**config.mk**
```make
export PLATFORM = sky130hd
export DESIGN_NAME = skeleton_writeback_flat
export DESIGN_NICKNAME = d
export VERILOG_FILES = /design/src/rtl/skeleton_writeback_if.sv /design/src/rtl/skeleton_writeback.sv /design/src/flat_wrapper.sv
export SDC_FILE = /design/constraint.sdc
export NUM_CORES = 1
export LEC_CHECK = 0
export CORE_ASPECT_RATIO = 0.7
export CORE_MARGIN = 2
export CORE_UTILIZATION = 25
export CTS_CLUSTER_DIAMETER = 50
export DETAILED_ROUTE_END_ITERATION = 10
export PLACE_DENSITY = 0.47
export SYNTH_ARGS = -nofsm -noshare
export SYNTH_HDL_FRONTEND = slang
export SYNTH_SLANG_ARGS = --single-unit
export TNS_END_PERCENT = 5
```
**constraint.sdc**
```tcl
create_clock -name clk -period 7.2 [get_ports clk]
set_clock_uncertainty 0.15 [all_clocks]
set_input_delay 1.44 -clock clk [delete_from_list [all_inputs] [get_ports clk]]
set_output_delay 1.44 -clock clk [all_outputs]
set_load 0.02 [all_outputs]
```
**src/rtl/skeleton_writeback_if.sv**
```systemverilog
// -----------------------------------------------------------------------------
// skeleton_writeback_if
// Bundles the pass-result stream coming from the upstream convolution unit,
// the reload stream going back to it, and the status/counter outputs of the
// writeback block.
//
// Stream semantics: write_out_enable qualifies primary_address,
// primary_output and harrisBit in the same cycle. There is no back-pressure.
// Upstream holds each address for two cycles. The consumer takes a sample
// only on the first cycle of each address. On the reload side, reload_we
// qualifies reload_data, and reload_data is forced to zero while reload_we
// is low.
//
// Signals (direction as seen from the writeback block, modport slave):
//   write_out_enable  in   upstream is streaming a pass result
//   primary_address   in   pixel index of the current sample
//   primary_output    in   thinned pixel value for primary_address
//   harrisBit         in   corner flag for the current sample
//   reload_we         out  upstream write enable during frame re-stream
//   reload_data       out  upstream data during frame re-stream
//   done              out  processing finished, held until reset
//   converged         out  1 = last pass changed nothing, 0 = pass limit hit
//   iter_count        out  completed passes
//   change_count      out  changed pixels in the current/last pass
//   corner_count      out  corner-flagged samples in the current/last pass
//   dbg_state         out  FSM state (IDLE=0 CAPTURE=1 DECIDE=2 RELOAD=3 DONE=4)
// -----------------------------------------------------------------------------
interface skeleton_writeback_if #(
   parameter int bitSize    = 6,
   parameter int pixelWidth = 8
);
   logic                  write_out_enable;
   logic [bitSize:0]      primary_address;
   logic [pixelWidth-1:0] primary_output;
   logic                  harrisBit;
   logic                  reload_we;
   logic [pixelWidth-1:0] reload_data;
   logic                  done;
   logic                  converged;
   logic [7:0]            iter_count;
   logic [bitSize+1:0]    change_count;
   logic [bitSize+1:0]    corner_count;
   logic [2:0]            dbg_state;

   modport master (
      output write_out_enable, primary_address, primary_output, harrisBit,
      input  reload_we, reload_data, done, converged, iter_count,
             change_count, corner_count, dbg_state
   );

   modport slave (
      input  write_out_enable, primary_address, primary_output, harrisBit,
      output reload_we, reload_data, done, converged, iter_count,
             change_count, corner_count, dbg_state
   );
endinterface

```
**src/rtl/skeleton_writeback.sv**
```systemverilog
// -----------------------------------------------------------------------------
// skeleton_writeback
// This block captures one thinning pass streamed out of the convolution unit
// into a local frame buffer. While it does so, it counts the pixels that
// differ from the previous pass and the samples that carry a corner flag.
// At the end of the pass it decides whether to stop. The block stops when
// the frame has converged or when MAX_ITER passes have run. Otherwise it
// re-streams the buffered frame to the upstream unit so that the next pass
// can start.
//
// Ports:
//   clk   sole clock, rising edge
//   rst   synchronous, active-high reset (frame buffer is not cleared)
//   bus   skeleton_writeback_if.slave: the input stream, the reload stream,
//         and the status/counters (see the interface header)
// -----------------------------------------------------------------------------
module skeleton_writeback #(
   parameter int N          = 8,
   parameter int bitSize    = 6,
   parameter int pixelWidth = 8,
   parameter int MAX_ITER   = 16
) (
   input logic                 clk,
   input logic                 rst,
   skeleton_writeback_if.slave bus
);
   localparam int unsigned PIXELS = N * N;
   localparam int          IW     = (PIXELS > 1) ? $clog2(PIXELS) : 1;
   localparam int          CW     = IW + 1;      // reload cycle counter, 2*N*N cycles
   localparam int          AW     = bitSize + 1;
   localparam int          KW     = bitSize + 2;

   typedef enum logic [2:0] {
      S_IDLE    = 3'd0,
      S_CAPTURE = 3'd1,
      S_DECIDE  = 3'd2,
      S_RELOAD  = 3'd3,
      S_DONE    = 3'd4
   } state_t;

   state_t                state_q, state_d;
   logic                  prev_we_q, prev_we_d;
   logic [AW-1:0]         last_addr_q, last_addr_d;
   logic [7:0]            iter_q, iter_d;
   logic [KW-1:0]         change_q, change_d;
   logic [KW-1:0]         corner_q, corner_d;
   logic                  converged_q, converged_d;
   logic [CW-1:0]         rl_cnt_q, rl_cnt_d;

   logic [pixelWidth-1:0] frame_mem [PIXELS];

   logic                  accepting;
   logic                  take;
   logic                  in_range;
   logic                  wr_en;
   logic [IW-1:0]         wr_idx;
   logic [IW-1:0]         rd_idx;
   logic [pixelWidth-1:0] old_pix;
   logic                  reload_active;

   // The block accepts stream input only while it waits for a pass or
   // captures one. The input is ignored in DECIDE, RELOAD and DONE.
   assign accepting = (state_q == S_IDLE) || (state_q == S_CAPTURE);

   // Upstream holds each address for two cycles. The block takes a sample
   // on the rising edge of the enable or when the address moves on.
   assign take = accepting && bus.write_out_enable &&
                 (!prev_we_q || (bus.primary_address != last_addr_q));

   assign in_range = 32'(bus.primary_address) < PIXELS;
   assign wr_en    = take && in_range;
   assign wr_idx   = bus.primary_address[IW-1:0];
   assign old_pix  = frame_mem[wr_idx];

   // Each buffered pixel is presented for two reload cycles.
   assign rd_idx   = IW'(rl_cnt_q >> 1);

   always_comb begin
      state_d     = state_q;
      prev_we_d   = 1'b0;
      last_addr_d = last_addr_q;
      iter_d      = iter_q;
      change_d    = change_q;
      corner_d    = corner_q;
      converged_d = converged_q;
      rl_cnt_d    = rl_cnt_q;

      // Outside the accepting states the enable history is cleared, so the
      // first sample of the next pass is always recognised as new.
      if (accepting) prev_we_d = bus.write_out_enable;
      if (take)      last_addr_d = bus.primary_address;

      case (state_q)
         S_IDLE: begin
            if (bus.write_out_enable) begin
               state_d  = S_CAPTURE;
               change_d = '0;
               corner_d = '0;
            end
         end
         S_CAPTURE: begin
            if (!bus.write_out_enable) state_d = S_DECIDE;
         end
         S_DECIDE: begin
            iter_d = iter_q + 8'd1;
            // The first pass has no previous frame to compare against, so
            // it can never count as converged.
            if ((iter_q != 8'd0) && (change_q == '0)) begin
               state_d     = S_DONE;
               converged_d = 1'b1;
            end else if (iter_q == 8'(MAX_ITER - 1)) begin
               state_d     = S_DONE;
               converged_d = 1'b0;
            end else begin
               state_d  = S_RELOAD;
               rl_cnt_d = '0;
            end
         end
         S_RELOAD: begin
            rl_cnt_d = rl_cnt_q + 1'b1;
            if (rl_cnt_q == CW'(2 * PIXELS - 1)) state_d = S_IDLE;
         end
         S_DONE: begin
            state_d = S_DONE;
         end
         default: begin
            state_d = S_IDLE;
         end
      endcase

      // The counters build on the values chosen above, so the first sample
      // of a pass counts on top of the cleared values.
      if (wr_en) begin
         if (bus.primary_output != old_pix) change_d = change_d + 1'b1;
         if (bus.harrisBit)                 corner_d = corner_d + 1'b1;
      end
   end

   always_ff @(posedge clk) begin
      if (rst) begin
         state_q     <= S_IDLE;
         prev_we_q   <= 1'b0;
         last_addr_q <= '0;
         iter_q      <= '0;
         change_q    <= '0;
         corner_q    <= '0;
         converged_q <= 1'b0;
         rl_cnt_q    <= '0;
      end else begin
         state_q     <= state_d;
         prev_we_q   <= prev_we_d;
         last_addr_q <= last_addr_d;
         iter_q      <= iter_d;
         change_q    <= change_d;
         corner_q    <= corner_d;
         converged_q <= converged_d;
         rl_cnt_q    <= rl_cnt_d;
      end
   end

   // The frame buffer keeps its contents through reset. Reset still blocks
   // a write that falls in the same cycle.
   always_ff @(posedge clk) begin
      if (!rst && wr_en) frame_mem[wr_idx] <= bus.primary_output;
   end

   assign reload_active    = (state_q == S_RELOAD);
   assign bus.reload_we    = reload_active;
   assign bus.reload_data  = reload_active ? frame_mem[rd_idx] : '0;
   assign bus.done         = (state_q == S_DONE);
   assign bus.converged    = converged_q;
   assign bus.iter_count   = iter_q;
   assign bus.change_count = change_q;
   assign bus.corner_count = corner_q;
   assign bus.dbg_state    = state_q;
endmodule

```
**src/flat_wrapper.sv**
```systemverilog
// flat-port wrapper written by rule: the top's interface ports become plain ports
module skeleton_writeback_flat 
#(
   parameter int N          = 8,
   parameter int bitSize    = 6,
   parameter int pixelWidth = 8,
   parameter int MAX_ITER   = 16
)
  (clk, rst, bus_write_out_enable, bus_primary_address, bus_primary_output, bus_harrisBit, bus_reload_we, bus_reload_data, bus_done, bus_converged, bus_iter_count, bus_change_count, bus_corner_count, bus_dbg_state);
  skeleton_writeback_if #(.bitSize(bitSize), .pixelWidth(pixelWidth)) bus_i ();
  input logic clk;
  input logic rst;
  input wire logic [$bits(bus_i.write_out_enable)-1:0] bus_write_out_enable;
  input wire logic [$bits(bus_i.primary_address)-1:0] bus_primary_address;
  input wire logic [$bits(bus_i.primary_output)-1:0] bus_primary_output;
  input wire logic [$bits(bus_i.harrisBit)-1:0] bus_harrisBit;
  output wire logic [$bits(bus_i.reload_we)-1:0] bus_reload_we;
  output wire logic [$bits(bus_i.reload_data)-1:0] bus_reload_data;
  output wire logic [$bits(bus_i.done)-1:0] bus_done;
  output wire logic [$bits(bus_i.converged)-1:0] bus_converged;
  output wire logic [$bits(bus_i.iter_count)-1:0] bus_iter_count;
  output wire logic [$bits(bus_i.change_count)-1:0] bus_change_count;
  output wire logic [$bits(bus_i.corner_count)-1:0] bus_corner_count;
  output wire logic [$bits(bus_i.dbg_state)-1:0] bus_dbg_state;
  assign bus_i.write_out_enable = bus_write_out_enable;
  assign bus_i.primary_address = bus_primary_address;
  assign bus_i.primary_output = bus_primary_output;
  assign bus_i.harrisBit = bus_harrisBit;
  assign bus_reload_we = bus_i.reload_we;
  assign bus_reload_data = bus_i.reload_data;
  assign bus_done = bus_i.done;
  assign bus_converged = bus_i.converged;
  assign bus_iter_count = bus_i.iter_count;
  assign bus_change_count = bus_i.change_count;
  assign bus_corner_count = bus_i.corner_count;
  assign bus_dbg_state = bus_i.dbg_state;
  skeleton_writeback #(.N(N), .bitSize(bitSize), .pixelWidth(pixelWidth), .MAX_ITER(MAX_ITER)) u_core (.clk(clk), .rst(rst), .bus(bus_i));
endmodule
```
### Word-level counts from Yosys, hierarchy flattened

Memory sizes are Yosys's and may differ from the RTL's. A register that Yosys moved wholly into a read port is not among the register bits.
Index checks and enable logic that the tools add are counted.

| word-level totals | value |
|---|---|
| RAM bits | 512 |
| output and inout bits | 38 |
| input bits | 19 |
| memories | 1 |
| register bits after elaboration | 43 |
| logic and storage cells | 70 |

Memories:

| memory | words | width | rd ports | clocked after memory_dff | wr ports | RTL line | RTL |
|---|---|---|---|---|---|---|---|
| u_core.frame_mem | 64 | 8 | 2 | 1 | 1 | skeleton_writeback.sv:50 | `logic [pixelWidth-1:0] frame_mem [PIXELS];` |

| cells by class | value |
|---|---|
| reduce and logical (&&, ||, !) cells | 18 |
| bitwise logic cells | 1 |
| magnitude comparators | 1 |
| equality and inequality tests | 13 |
| add/subtract/negate cells | 4 |
| mux-type cells | 24 |

Operators with widths:

| operator | count |
|---|---|
| $mux 8 | 9 |
| $add 8x1->8 const B | 3 |
| $mux 3 | 5 |
| $pmux 3 s5 | 1 |
| $mux 7 | 2 |
| $pmux 7 s2 | 1 |
| $mux 6 | 2 |
| $ne 2x2->1 const B | 5 |
| $eq 8x4->1 const B | 1 |
| $logic_not 8->1 | 1 |
| $ne 8x8->1 | 1 |
| $reduce_bool 8->1 | 1 |
| $add 7x1->7 const B | 1 |
| $eq 7x7->1 const B | 1 |
| $lt 7x7->1 const B | 1 |
| $ne 7x7->1 | 1 |
| $eq 3x2->1 const B | 2 |
| $reduce_and 3->1 | 2 |
| $logic_and 1x1->1 | 5 |
| $mux 1 | 4 |
| $reduce_bool 2->1 | 2 |
| $eq 3x1->1 const B | 1 |
| $eq 3x3->1 const B | 1 |
| $logic_not 3->1 | 1 |
| other kinds (5) | 7 |

### Depth between registers and ports, before layout

| logic depth | value |
|---|---|
| depth after elaboration | 8 |
| gate-level depth with buffers | 15 |
| mapped depth without buffers | 10 |

### Worst setup path after synthesis

Ideal clock, no wire load.

| timing | value |
|---|---|
| path type | register -> output |
| from | register (tool-made name) |
| to | output bus_reload_data[0] |
| required time | 5610 ps |
| path buffers | 2 |
| slack | 2560 ps |
| stages on the path, launching flop included | 7 |
| arrival time | 3050 ps |
| path through | dfxtp_1 > clkbuf_1 > buf_1 > mux4_2 > mux4_2 > mux4_2 > and2_1 |

RTL lines:

| what | RTL line | RTL |
|---|---|---|
| end, declared | flat_wrapper.sv:18 | `output wire logic [$bits(bus_i.reload_data)-1:0] bus_reload_data;` |

==> run metrics <==
outcome finished clean; compound-gate portion of the synthesized area 6.72%; Post-Syn Instances 1,665; final setup TNS 0 ns; I/O pin count 57; post-cts sizing count 0; vias in the first global route 16,713; critical path class reg -> out; top cells by area, synth edfxtp_1, mux4_2, mux2i_1; min Tclk post-route 5.99 ns; CP Launch Type register; HPWL Detailed 65.6 mm; IO buf count 56; DRC 0; Synth Warn # 0; Mapped Area 26,700 um2; largest net degree at the start of global routing 70; clock sink count 561; Pre-antenna DRT Iters 5; fill count 10,503; RSZ-0062 raised after global routing no; Post-synth EDFFs 512; Netlist cell types 72; Starting Density 25.2%; PwrDens 227 nW/um2; FF+latch count, synth 561; cts bufs inserted 55; ANT nets after route 0; maximum clock path buffer count 3; layout cells sized above 1 22.7%; Slew headroom 21.5%; Tot GR Track Use 17.3%; post-CTS setup buffer count 0; Mapped Nets 1,689; max_cap viols 0; Tcrit/Tclk final 83.1%; initial antenna violation count 7; crit path max fanout 56; Synth Area per Inst 16.0 um2; Clock transition at path regs 0.06 ns; htree depth 2; Worst-Skew Late Latency 0.65 ns; Final Power 7020 uW; Hold Slack 0.316 ns; P&R area growth vs syn 15.8%; DRT Wirelength 96.6 mm; Final Net Count 1,752; DP Cell Count 3,099; 1st-iter DRT viols 2,337; # hold bufs at CTS 0; CP endpoint kind output port; core box area 106,000 um2; largest family of logic cells by synthesized area multiplexers; Die Y 277 um; Final Hold Vio Count 0; Lkg Pwr 0.00953 uW; Die W 394 um; ys flop type edfxtp_1; final slew viol count 0; # rows 100; sequential share of the synthesized area 61.3%; root buf cell clkbuf_16; fin cells 3,204; DR WL/cell 30.1 um; vias per cell 5.47; crit path DAT 4.40 ns; first-pass GRT wire length 135 mm; required time worst endpoint 5.61 ns; fmax 0.167 GHz; XOR/XNOR Fraction of Synth Area 0.985%; routability cong. 0.880; Synth top area share 57.7%; Simple-Gate Fraction of Synth Area 6.56%; HP Class reg -> reg; cell taking the most area after synthesis edfxtp_1; TritonCTS clock tree built; Synth Area in Adders 0.235%; Final setup viols 0; multiplexer area fraction after synthesis 21.6%; die area 109,000 um2; Slew @ Worst Pin 1.16 ns; Congestion Overflow GR 0; Vias 17,512; asr flop ratio synth 0%; worst vdd ir 172 uV
critical path: stages, from the launching register on:
cell and delay (ns):
dfxtp_4 0.59, buf_12 0.39, mux4_2 0.72, mux4_2 0.59, mux4_2 0.57, and2_1 0.19, clkdlybuf4s50_1 0.53
synth_stat cells (all sizes together) (9+ instances only):
master / instances
edfxtp: 512
mux4: 193
mux2i: 129
nor2: 113
nand2: 81
buf: 73
o22ai: 59
clkbuf: 55
dfxtp: 49
a21oi: 46
o21ai: 29
a221o: 24
a221oi: 21
nand4: 21
and3: 19
and2: 16
xnor2: 16
a22oi: 14
nand3: 14
nor3b: 14
xor2: 14
nand2b: 13
inv: 9
mux2: 9
nand3b: 9
or3b: 9
power breakdown:
group	leakage, uW	switching (uW)	internal, uW
combinational	0.00363	310	132
sequential	0.00500	8.72	3560
clock	0.000897	1330	1680
total	0.00953	1650	5370
metal layers:
| layer | vias to the layer above | track usage, % | wire length, um | share of wire (%) |
|---|---|---|---|---|
| met5 | - | 0 | 0 | 0 |
| met4 | 0 | 3.46 | 1950 | 2.0 |
| met3 | 125 | 4.23 | 11300 | 12 |
| met2 | 1108 | 23.4 | 38600 | 40 |
| met1 | 9300 | 27.4 | 44700 | 46 |
| li1 | 6979 | - | - | - |
final timing paths:
| kind | slack, ns | depth (start not counted) | to | start |
|---|---|---|---|---|
| worst max register to register | 3.35 | 8 | u_core.bus.change_count[5]$_SDFF_PP0_ | u_core.frame_mem[32][5]$_DFFE_PP_ |
| worst max-delay path | 1.21 | 6 | bus_reload_data[3] | register |
| worst min register to register | 0.32 | 2 | u_core.last_addr_q[2]$_SDFFE_PP0N_ | u_core.last_addr_q[2]$_SDFFE_PP0N_ |
| worst min-delay path | 0.32 | 2 | u_core.last_addr_q[2]$_SDFFE_PP0N_ | u_core.last_addr_q[2]$_SDFFE_PP0N_ |
layout make-up:
class | count | area, um2 | area share (%)
timing repair buffer | 134 | 1200 | 3.89
inverter | 11 | 41.3 | 0.134
sequential | 561 | 16400 | 53.0
multi-input combinational | 965 | 9640 | 31.2
antenna | 2 | 5.00 | 0.0162
clock buffer | 72 | 1530 | 4.97
clock inverter | 31 | 304 | 0.985
tap | 1428 | 1790 | 5.79
cell usage in the layout (no fill, tap or decap), types with 10 or more instances in the layout:
cell             count
xor2_1              14
o22ai_1             59
clkdlybuf4s50_1     44
nor3b_1             14
clkinv_1            10
dfxtp_1             45
nand2b_1            13
nor2_1             112
and3_1              19
o21ai_0             27
edfxtp_1           512
a21oi_1             44
nand2_1             80
xnor2_1             16
mux4_2             191
nand3_1             14
buf_4               72
nand4_1             21
a221oi_1            21
clkinv_2            10
clkbuf_1            11
and2_1              15
clkbuf_16           58
a22oi_1             14
mux2i_1            129
a221o_1             24
metrics by stage:
stage          area (um2)  util (%)  worst slack, ns
6_report            30900      29.1             1.21
5_1_grt             30900      29.1             1.07
4_1_cts             30900      29.1             1.20
3_5_place_dp        29000      27.4             1.08
3_3_place_gp        29000      27.4             1.14
2_1_floorplan       26700         -             2.56
cells by family (layout without fill, tap and decap cells):
| family | count (synthesis) | in the layout |
|---|---|---|
| XOR/XNOR | 30 | 30 |
| multiplexers | 331 | 331 |
| AO/OA/AOI/OAI | 253 | 253 |
| other | 0 | 2 |
| buffers and inverters | 139 | 248 |
| adder cells (fa/ha/maj) | 5 | 5 |
| AND/OR/NAND/NOR | 346 | 346 |
| flip-flops | 561 | 561 |
sequential cells by signal (all words and copies together), names as in the netlist, named ones only:
register,count
u_core.frame_mem,512
u_core.bus.change_count,8
u_core.bus.corner_count,8
u_core.bus.iter_count,8
u_core.last_addr_q,7
u_core.rl_cnt_q,7
u_core.bus.dbg_state,3
u_core.bus.converged,1
u_core.prev_we_q,1
(Power assumes the default switching activity.)
